### src/rtl/cache_pkg.sv
// Shared FSM state encoding and access-size codes for the L1 parameter cache.
package cache_pkg;

  typedef enum logic [2:0] {
    StIdle   = 3'd0,
    StFill0  = 3'd1,
    StFill1  = 3'd2,
    StWrite  = 3'd3,
    StBypass = 3'd4,
    StDone   = 3'd5
  } state_e;

  typedef enum logic [1:0] {
    SzWord = 2'd0,
    SzByte = 2'd1,
    SzHalf = 2'd2
  } size_e;

  // Byte wins over half when both strobes are set; neither set means word.
  function automatic size_e size_decode(input logic is_byte, input logic is_half);
    if (is_byte) return SzByte;
    if (is_half) return SzHalf;
    return SzWord;
  endfunction

  // Lane mask of an access placed at byte offset 0.
  function automatic logic [3:0] size_mask(input size_e sz);
    logic [3:0] m;
    unique case (sz)
      SzByte:  m = 4'b0001;
      SzHalf:  m = 4'b0011;
      default: m = 4'b1111;
    endcase
    return m;
  endfunction

endpackage

### src/rtl/cache_load_align.sv
// Load data extraction: picks the addressed bytes out of a little-endian 64-bit
// window {word(A+4), word(A)} and sign- or zero-extends them.
module cache_load_align
  import cache_pkg::*;
(
  input  logic [63:0] window_i,
  input  logic [1:0]  offset_i,
  input  logic [1:0]  size_i,
  input  logic        unsigned_i,
  output logic [31:0] data_o
);

  logic [31:0] shifted;
  assign shifted = 32'(window_i >> {offset_i, 3'b000});

  // Extend the selected byte/half; word passes through.
  always_comb begin
    data_o = shifted;
    if (size_i == SzByte) begin
      data_o = {{24{~unsigned_i & shifted[7]}}, shifted[7:0]};
    end else if (size_i == SzHalf) begin
      data_o = {{16{~unsigned_i & shifted[15]}}, shifted[15:0]};
    end
  end

endmodule

### src/rtl/param_cache_l1.sv
// Direct-mapped, word-per-line, write-through L1 cache with uncached bypass
// window, split (line-crossing) load support and hit/miss statistics.
module param_cache_l1
  import cache_pkg::*;
#(
  parameter int unsigned LINES        = 32,
  parameter int unsigned ADDR_WIDTH   = 32,
  parameter int unsigned UNCACHED_BIT = 31,
  parameter int unsigned COUNT_WIDTH  = 32
) (
  input  logic                   clk,
  input  logic                   rst_n,
  input  logic [ADDR_WIDTH-1:0]  address,
  input  logic                   readEnable,
  input  logic                   writeEnable,
  input  logic                   byteRead,
  input  logic                   halfRead,
  input  logic                   unsignedRead,
  input  logic                   byteWrite,
  input  logic                   halfWrite,
  input  logic [31:0]            dataIn,
  output logic [31:0]            dataOut,
  input  logic                   flush,
  output logic                   cacheReady,
  output logic [COUNT_WIDTH-1:0] hitCount,
  output logic [COUNT_WIDTH-1:0] missCount,
  output logic [ADDR_WIDTH-1:0]  memoryAddress,
  output logic [31:0]            memoryDataOut,
  output logic                   memoryReadEnable,
  output logic                   memoryWriteEnable,
  output logic [3:0]             memoryByteEnable,
  input  logic [31:0]            memoryDataIn,
  input  logic                   memoryReady
);

  localparam int unsigned IdxW = $clog2(LINES);
  localparam int unsigned TagW = ADDR_WIDTH - 2 - IdxW;

  // Storage: data/tag arrays are not reset, only the valid bits are.
  logic [31:0]      data_q [LINES];
  logic [TagW-1:0]  tag_q  [LINES];
  logic [LINES-1:0] valid_q;

  // Control / datapath registers.
  state_e                 state_q;
  logic [ADDR_WIDTH-1:0]  addr_q;
  logic [ADDR_WIDTH-1:0]  mem_addr_q;
  logic [31:0]            mem_wdata_q;
  logic [3:0]             mem_be_q;
  logic                   mem_re_q;
  logic                   mem_we_q;
  logic                   byp_q;
  logic                   byp_second_q;
  logic [31:0]            buf0_q;
  logic [31:0]            buf1_q;
  logic [COUNT_WIDTH-1:0] hit_cnt_q;
  logic [COUNT_WIDTH-1:0] miss_cnt_q;

  // Request decode.
  logic [ADDR_WIDTH-1:0] addr0, addr1;
  logic [IdxW-1:0]       idx0, idx1, fill_idx;
  logic [TagW-1:0]       tag0, tag1, fill_tag;
  size_e                 rd_size, wr_size;
  logic                  split, uncached, hit0, hit1, read_hit, req, addr_same;
  logic [3:0]            wr_be;
  logic [31:0]           wr_data;

  assign addr0    = {address[ADDR_WIDTH-1:2], 2'b00};
  assign addr1    = addr0 + ADDR_WIDTH'(4);
  assign idx0     = addr0[IdxW+1:2];
  assign idx1     = addr1[IdxW+1:2];
  assign tag0     = addr0[ADDR_WIDTH-1:IdxW+2];
  assign tag1     = addr1[ADDR_WIDTH-1:IdxW+2];
  assign fill_idx = mem_addr_q[IdxW+1:2];
  assign fill_tag = mem_addr_q[ADDR_WIDTH-1:IdxW+2];

  assign rd_size  = size_decode(byteRead, halfRead);
  assign wr_size  = size_decode(byteWrite, halfWrite);
  assign split    = ((rd_size == SzWord) && (address[1:0] != 2'b00)) ||
                    ((rd_size == SzHalf) && (address[1:0] == 2'b11));
  assign uncached = address[UNCACHED_BIT];
  assign hit0     = valid_q[idx0] && (tag_q[idx0] == tag0);
  assign hit1     = valid_q[idx1] && (tag_q[idx1] == tag1);
  assign read_hit = !uncached && hit0 && (!split || hit1);
  assign req      = readEnable || writeEnable;
  assign addr_same = (address == addr_q);

  // Out-of-word lanes fall off the top of the 4-bit mask and are dropped.
  assign wr_be    = size_mask(wr_size) << address[1:0];
  assign wr_data  = dataIn << {address[1:0], 3'b000};

  // Array update strobes; an aborted or flushed transfer never writes.
  logic fill_en, wr_done, wr_update, wr_inval;
  assign fill_en   = ((state_q == StFill0) || (state_q == StFill1)) && memoryReady &&
                     req && addr_same && !flush;
  assign wr_done   = (state_q == StWrite) && memoryReady && req && addr_same && !flush;
  assign wr_update = wr_done && (wr_size == SzWord) && (address[1:0] == 2'b00) && hit0;
  assign wr_inval  = wr_done && hit0 && !wr_update;

  // Data and tag arrays: refill on memory return, write-through update on aligned hit.
  always_ff @(posedge clk) begin
    if (fill_en) begin
      data_q[fill_idx] <= memoryDataIn;
      tag_q[fill_idx]  <= fill_tag;
    end else if (wr_update) begin
      data_q[idx0] <= dataIn;
    end
  end

  // Valid bits: flush wins over a fill landing in the same cycle.
  always_ff @(posedge clk or negedge rst_n) begin
    if (!rst_n) begin
      valid_q <= '0;
    end else if (flush) begin
      valid_q <= '0;
    end else if (fill_en) begin
      valid_q[fill_idx] <= 1'b1;
    end else if (wr_inval) begin
      valid_q[idx0] <= 1'b0;
    end
  end

  // Main FSM with registered memory-side outputs and statistics counters.
  always_ff @(posedge clk or negedge rst_n) begin
    if (!rst_n) begin
      state_q      <= StIdle;
      addr_q       <= '0;
      mem_addr_q   <= '0;
      mem_wdata_q  <= '0;
      mem_be_q     <= '0;
      mem_re_q     <= 1'b0;
      mem_we_q     <= 1'b0;
      byp_q        <= 1'b0;
      byp_second_q <= 1'b0;
      buf0_q       <= '0;
      buf1_q       <= '0;
      hit_cnt_q    <= '0;
      miss_cnt_q   <= '0;
    end else if (flush || ((state_q != StIdle) && (!req || !addr_same))) begin
      // Flush, request withdrawal or address change all abandon the transaction.
      state_q  <= StIdle;
      mem_re_q <= 1'b0;
      mem_we_q <= 1'b0;
      mem_be_q <= '0;
    end else begin
      unique case (state_q)
        StIdle: begin
          if (readEnable) begin
            addr_q       <= address;
            byp_q        <= 1'b0;
            byp_second_q <= 1'b0;
            if (uncached) begin
              state_q    <= StBypass;
              byp_q      <= 1'b1;
              mem_addr_q <= addr0;
              mem_re_q   <= 1'b1;
              mem_be_q   <= 4'hF;
            end else if (read_hit) begin
              state_q   <= StDone;
              hit_cnt_q <= hit_cnt_q + COUNT_WIDTH'(1);
            end else begin
              state_q    <= StFill0;
              miss_cnt_q <= miss_cnt_q + COUNT_WIDTH'(1);
              mem_addr_q <= hit0 ? addr1 : addr0;
              mem_re_q   <= 1'b1;
              mem_be_q   <= 4'hF;
            end
          end else if (writeEnable) begin
            addr_q      <= address;
            byp_q       <= 1'b0;
            state_q     <= StWrite;
            mem_addr_q  <= addr0;
            mem_wdata_q <= wr_data;
            mem_be_q    <= wr_be;
            mem_we_q    <= 1'b1;
          end
        end
        StFill0: begin
          if (memoryReady) begin
            // Second fill only when the first one was the low word and A+4 also misses.
            if ((mem_addr_q == addr0) && split && !hit1) begin
              state_q    <= StFill1;
              mem_addr_q <= addr1;
            end else begin
              state_q  <= StDone;
              mem_re_q <= 1'b0;
              mem_be_q <= '0;
            end
          end
        end
        StFill1: begin
          if (memoryReady) begin
            state_q  <= StDone;
            mem_re_q <= 1'b0;
            mem_be_q <= '0;
          end
        end
        StBypass: begin
          if (memoryReady) begin
            if (!byp_second_q) begin
              buf0_q <= memoryDataIn;
              if (split) begin
                byp_second_q <= 1'b1;
                mem_addr_q   <= addr1;
              end else begin
                state_q  <= StDone;
                mem_re_q <= 1'b0;
                mem_be_q <= '0;
              end
            end else begin
              buf1_q   <= memoryDataIn;
              state_q  <= StDone;
              mem_re_q <= 1'b0;
              mem_be_q <= '0;
            end
          end
        end
        StWrite: begin
          if (memoryReady) begin
            state_q  <= StDone;
            mem_we_q <= 1'b0;
            mem_be_q <= '0;
          end
        end
        StDone: begin
          state_q <= StDone;
        end
        default: state_q <= StIdle;
      endcase
    end
  end

  // Ready: idle bus, a same-cycle hit, or a finished request still being held.
  always_comb begin
    cacheReady = 1'b0;
    if (!req) begin
      cacheReady = 1'b1;
    end else if (state_q == StIdle) begin
      cacheReady = readEnable && read_hit && !flush;
    end else if (state_q == StDone) begin
      cacheReady = addr_same;
    end
  end

  logic [63:0] window;
  assign window = ((state_q == StDone) && byp_q) ? {buf1_q, buf0_q} :
                                                   {data_q[idx1], data_q[idx0]};

  cache_load_align u_load_align (
    .window_i   (window),
    .offset_i   (address[1:0]),
    .size_i     (rd_size),
    .unsigned_i (unsignedRead),
    .data_o     (dataOut)
  );

  assign hitCount          = hit_cnt_q;
  assign missCount         = miss_cnt_q;
  assign memoryAddress     = mem_addr_q;
  assign memoryDataOut     = mem_wdata_q;
  assign memoryReadEnable  = mem_re_q;
  assign memoryWriteEnable = mem_we_q;
  assign memoryByteEnable  = mem_be_q;

endmodule

### config.mk
export PLATFORM = sky130hd
export DESIGN_NAME = param_cache_l1
export DESIGN_NICKNAME = d
export VERILOG_FILES = /design/src/rtl/cache_pkg.sv /design/src/rtl/cache_load_align.sv /design/src/rtl/param_cache_l1.sv
export SDC_FILE = /design/constraint.sdc
export NUM_CORES = 2
export LEC_CHECK = 0
export CORE_UTILIZATION = 56
export CTS_CLUSTER_DIAMETER = 150
export CTS_CLUSTER_SIZE = 10
export DETAILED_ROUTE_END_ITERATION = 6
export PLACE_DENSITY = 0.76
export SYNTH_ARGS = -nofsm -noshare
export SYNTH_HDL_FRONTEND = slang
export SYNTH_SLANG_ARGS = --single-unit
### constraint.sdc
create_clock -name clk -period 11.6 [get_ports clk]
set_input_delay 2.9 -clock clk [delete_from_list [all_inputs] [get_ports clk]]
set_output_delay 2.9 -clock clk [all_outputs]
set_load 0.01 [all_outputs]
-- Word level (Yosys, flattened, before mapping)
Memories as Yosys holds them, arrays and structs flattened.
Cells that the tools add are included.
- bits in registers: 267
- memory bits (writable): 1824
- bits of input ports: 107
- logic and storage cells: 240
- memories: 2
- memory list (name ; words ; bits a word ; read ports ; clocked after memory_dff ; write ports ; line ; source):
    data_q ; 32 ; 32 ; 2 ; 0 ; 1 ; param_cache_l1.sv:40 ; logic [31:0] data_q [LINES];
    tag_q ; 32 ; 25 ; 2 ; 0 ; 1 ; param_cache_l1.sv:41 ; logic [TagW-1:0] tag_q [LINES];
- add/sub/neg operators: 3
- order comparisons: 5
- equal/unequal tests: 35
- shift operators: 3
- muxes and demuxes: 100
- bitwise gates (word level): 11
- reductions and logical operators: 67
- operators by type and width (operator ; number):
    $mux 32 ; 18
    $pmux 32 s3 ; 1
    $add 32x1->32 const B ; 2
    $eq 32x32->1 ; 2
    $mux 64 ; 1
    $shr 64x5->32 ; 1
    $eq 25x25->1 ; 2
    $mux 4 ; 11
    $mux 1 ; 39
    $mux 3 ; 11
    $add 32x3->32 const B ; 1
    $and 32x32->32 ; 1
    $not 32->32 ; 1
    $or 32x32->32 ; 1
    $reduce_or 32->1 ; 1
    $shl 32x5->32 ; 1
    $logic_and 1x1->1 ; 27
    $reduce_and 4->1 ; 5
    $lt 5x6->1 const B ; 3
    $ne 3x3->1 const B ; 6
    $mux 2 ; 8
    $ne 4x4->1 const B ; 4
    $pmux 4 s4 ; 1
    $reduce_and 8->1 ; 2
    32 further kinds ; 74

-- Logic depth before layout (Yosys ltp)
- word-level depth: 15
- depth in mapped cells: 30

-- Hierarchy
Synthesis repeated with hierarchy kept, for this count alone.
- cells, all modules: 5753
- area, all modules: 100669.0 um^2
- modules (own cells, without submodules) (module ; instances ; cells an instance ; area an instance (um^2) ; sequential area each (um^2)):
    param_cache_l1 ; 1 ; 5631 ; 99494.2 ; 61403.9
    cache_load_align ; 1 ; 122 ; 1174.9 ; 0.0

-- Least setup slack after synthesis
Ideal clock, no wire load.
- path kind: input to output
- start point: input address[3]
- end point: output dataOut[16]
- arrival: 8.885 ns
- data required time: 8.700 ns
- setup slack: -0.185 ns
- cell stages on the path: 29
- cell sequence: buf_6 buf_6 buf_6 buf_6 buf_4 buf_4 buf_4 buf_4 buf_4 buf_2 buf_2 inv_1 ha_1 buf_2 buf_2 buf_4 buf_2 buf_2 buf_2 buf_1 clkbuf_1 mux4_2 mux4_2 mux2i_1 nor2_1 a21oi_1 o21ai_0 a21oi_1 o21ai_0
- longest elaborated chain between the ends: 7
- ends and longest elaborated chain (item ; line ; source):
    start: declaration ; param_cache_l1.sv:13 ; input logic [ADDR_WIDTH-1:0] address,
    $add 32x3->32 ; param_cache_l1.sv:69 ; assign addr1 = addr0 + ADDR_WIDTH'(4);
    $mem_v2 32x32 * ; - ;
    $mux 64 * ; param_cache_l1.sv:246 ; assign window = ((state_q == StDone) && byp_q) ? {buf1_q, buf0_q} :
    $shr 64x5->32 * ; cache_load_align.sv:14 ; assign shifted = 32'(window_i >> {offset_i, 3'b000});
    $and 1x1->1 ; cache_load_align.sv:22 ; data_o = {{16{~unsigned_i & shifted[15]}}, shifted[15:0]};
    $mux 32 ; cache_load_align.sv:21 ; end else if (size_i == SzHalf) begin
    $mux 32 * ; cache_load_align.sv:19 ; if (size_i == SzByte) begin
    end: declaration ; param_cache_l1.sv:22 ; output logic [31:0] dataOut,
Every way passes the cells marked *; elsewhere a longest branch is shown, timed or not.

-- Worst setup path in the final report
- start point: input address[3]
- end point: output cacheReady
- longest elaborated chain between the ends: 10
- ends and longest elaborated chain (item ; line ; source):
    $add 32x3->32 ; param_cache_l1.sv:69 ;
    $mem_v2 32x25 or $bmux 1 s5 (tied branches) ; - ;
    $eq 25x25->1 or $mux 1 (tied branches) ; param_cache_l1.sv:83 ; assign hit1 = valid_q[idx1] && (tag_q[idx1] == tag1);
    $logic_and 1x1->1 ; param_cache_l1.sv:83 ;
    $logic_or 1x1->1 ; param_cache_l1.sv:84 ; assign read_hit = !uncached && hit0 && (!split || hit1);
    $logic_and 1x1->1 ; param_cache_l1.sv:84 ;
    $logic_and 1x1->1 (2 in a row) ; param_cache_l1.sv:239 ; cacheReady = readEnable && read_hit && !flush;
    $mux 1 * ; param_cache_l1.sv:238 ; end else if (state_q == StIdle) begin
    $mux 1 * ; param_cache_l1.sv:236 ; if (!req) begin
    end: declaration ; param_cache_l1.sv:24 ; output logic cacheReady,
Every way passes the cells marked *; elsewhere a longest branch is shown, timed or not. The select of a mux whose other input is x is not followed.

==> impl_metrics.json <==
{
  "place.gp.congestion": 0.940,
  "ir_drop_mv": 0.141,
  "arrival_ps": 8200,
  "maxCapViolations": 0,
  "crit_path_max_incr_delay_ps": 760,
  "vias_per_cell": 7.36,
  "overflow": 0,
  "cts_sinks": 2081,
  "yosysUniqueCellTypes": 89,
  "clk_latency_ps": 910,
  "fmax_mhz": 90.1,
  "vias": 62396,
  "fillers": 11814,
  "end_kind": "output port",
  "cts_buffers": 226,
  "netlist.area_leader.share_pct": 55.5,
  "fin_crit_ps": 11100,
  "grt_pass1_wl_um": 450000,
  "cp_top_family": "compound AO/OA/AOI/OAI gates",
  "fin_skew_ps": 69.4,
  "crit_buf_inv": 4,
  "synth_edf_count": 1824,
  "outcome": "complete, no violations",
  "tightest_slew_ps": 1210,
  "ys.flop_type": "edfxtp_1",
  "p_leak_nw": 37.6,
  "yosysSeqAreaShare_pct": 62.1,
  "grt_start_max_net_pins": 148,
  "fin_ws_ps": 496,
  "async_flop_share_pct": 12.3,
  "crit_path_top_delay_cell": "a221oi_1",
  "post_cts_buffers": 0,
  "die_h_um": 422,
  "cts-resized-gates": 0,
  "cp_cell_sequence": "buf_8 -> ha_1 -> a21oi_1 -> o221ai_2 -> buf_4 -> nand2_1 -> a221oi_1 -> xnor2_1 -> a2111oi_0 -> buf_4 -> nand4_1 -> o31ai_4 -> nand3_4 -> nand2_1 -> clkdlybuf4s50_1",
  "dr.pass1.iters": 6,
  "ant_nets": 0,
  "grt_pass1_vias": 61361,
  "routedWlPerCell_um": 37.6,
  "chipWidth_um": 422,
  "die_area_um2": 178000,
  "worst_setup_path_start_kind": "input port",
  "post-route-drc-count": 0,
  "coreArea_um2": 174000,
  "cts_max_level": 4,
  "crit_type": "input port to output port",
  "ys_seq_elements": 2081,
  "pin_count": 274,
  "drt-initial-drc-count": 10376,
  "relSlewSlack_pct": 18.8,
  "rows": 153,
  "nNetsFinal": 6140,
  "finalSetupViolations": 0,
  "finalMaxSlewViolations": 0,
  "worst-path-max-fanout": 13,
  "cts_tree": "done",
  "ys.warnings.count": 0,
  "clk_path_buf_depth": 3,
  "dp_hpwl_um": 186000,
  "hold_violations": 0,
  "grt_util_all_layers_pct": 35.6,
  "antenna_found_initial": 13,
  "total_power_mw": 18.5,
  "min_period_over_period_pct": 95.7,
  "drive_above_1_share_pct": 26.1,
  "drt-total-wl_um": 318000,
  "port_buffers": 271,
  "synth_area_per_cell_um2": 17.3,
  "yosys-top-cells-area": "edfxtp_1 (56%), mux4_2 (17%), dfrtp_1 (6.5%)",
  "placed_cells": 8124,
  "initial_core_util_pct": 56.6,
  "required_ps": 8700,
  "synth_area_um2": 98600,
  "path_clk_slew_ps": 60,
  "rsz0062_at_grt": "false",
  "hp-class": "flip-flop to flip-flop",
  "cts_root_buf": "clkbuf_16",
  "cts_hold_buf": 0,
  "yosys.area.top_type": "edfxtp_1",
  "syn2layout_area_growth_pct": 12.8,
  "pre_cts_ws_ps": 675,
  "powerDensity_nw_per_um2": 166,
  "finalNonFillerCells": 8476,
  "syn_inst": 5702
}
## area by class of cell
| cell class | count | area, um2 | area share (%) |
|---|---|---|---|
| clock inverters | 14 | 354 | 0.318 |
| flip-flops and latches | 2081 | 61200 | 55.0 |
| clock buffers | 329 | 6080 | 5.47 |
| multi-input cells | 3150 | 35400 | 31.9 |
| diodes | 9 | 22.5 | 0.0202 |
| repair buffers | 536 | 5110 | 4.60 |
| well taps | 2325 | 2910 | 2.61 |
| inverters | 32 | 120 | 0.108 |
## through the flow
| stage | setup TNS (ps) | hold WS, ps | cell area, um2 | utilization (%) |
|---|---|---|---|---|
| 2_1_floorplan | -1.18 | 472 | 98600 | - |
| 3_3_place_gp | 0 | 460 | 105000 | 60.1 |
| 3_5_place_dp | 0 | 457 | 105000 | 60.1 |
| 4_1_cts | 0 | 469 | 111000 | 63.8 |
| 5_1_grt | 0 | 486 | 111000 | 63.8 |
| 6_report | 0 | 463 | 111000 | 63.8 |
## cells by family after synthesis
logic type | after synthesis | share of synthesized area, %
buf+inv | 472 | 2.54
flops | 2081 | 62.1
compound gates | 657 | 4.45
mux | 1457 | 24.7
other cells | 1 | 0.00380
fa+ha+maj | 7 | 0.0863
xor+xnor | 226 | 2.03
simple gates | 801 | 4.10
## layer usage
metal | vias up | global-route usage, % | wire, um
met5 | - | 0 | 48
met4 | 8 | 18.4 | 19400
met3 | 1174 | 10.2 | 45800
met2 | 5370 | 53.5 | 144000
met1 | 31813 | 47.8 | 109000
li1 | 24031 | - | -
## power by group
part	switching [mW]	internal, mW	total [mW]
clock	2.91	3.59	6.50
sequential	0.301	8.76	9.06
combinational	1.74	1.15	2.89
## Yosys cell counts (6+ instances only)
cell / count
edfxtp_1: 1824
mux4_2: 764
mux2i_1: 496
dfrtp_1: 257
nand2_1: 224
nor2_1: 216
mux2_2: 194
o22ai_1: 182
clkbuf_1: 148
buf_2: 145
a21oi_1: 144
xnor2_1: 135
xor2_1: 89
o21ai_0: 77
buf_4: 71
nand3_1: 70
nor4_1: 65
nand4_1: 42
a22oi_1: 41
buf_1: 38
a221oi_1: 37
buf_6: 36
nor3_1: 35
inv_1: 31
o22a_1: 30
a211oi_1: 25
nor2b_1: 21
nor4_2: 21
and2_1: 20
and3_1: 20
a32o_1: 19
o21a_1: 18
o211ai_1: 16
a311oi_1: 11
nand2b_1: 11
o31ai_1: 11
a31oi_1: 9
and4_1: 8
or4_1: 8
a21o_1: 7
ha_1: 6
or3_1: 6
## cell usage in the layout (no fill, tap or decap), types with 135 or more instances in the layout
master | synthesis | routed
a21oi_1 | 144 | 143
buf_4 | 71 | 236
clkbuf_16 | 0 | 228
clkdlybuf4s50_1 | 0 | 263
dfrtp_1 | 257 | 257
edfxtp_1 | 1824 | 1824
mux2_2 | 194 | 194
mux2i_1 | 496 | 496
mux4_2 | 764 | 764
nand2_1 | 224 | 223
nor2_1 | 216 | 165
o22ai_1 | 182 | 182
xnor2_1 | 135 | 135
## sequential cells by signal (all words and copies together), names as in the netlist, 4 cells and up
name	flops
data_q	1024
tag_q	800
addr_q	32
buf0_q	32
hitCount	32
memoryDataOut	32
missCount	32
valid_q	32
memoryAddress	30
buf1_q	24
memoryByteEnable	4
## worst reg2reg max path: cells and delay by family (launching register included)
family	cells	cell delay, ps
AO/OA/AOI/OAI	4	930
multiplexers	1	290
buffers and inverters	2	630
flip-flops	1	420
AND/OR/NAND/NOR	6	3350
## final timing paths
check	from	to	slack, ps	cells after the start
setup / recovery	address[3]	cacheReady	500	15
min in group asynchronous	rst_n	hitCount[2]	2090	1
max in group asynchronous	rst_n	buf0_q[18]	8060	2
hold reg to reg	hitCount[31]	hitCount[31]	460	1
setup reg to reg	tag_q[3][7]	data_q[9][28]	5660	13
hold / removal	hitCount[31]	hitCount[31]	460	1
No activity file was read; power rests on OpenSTA's default activity.
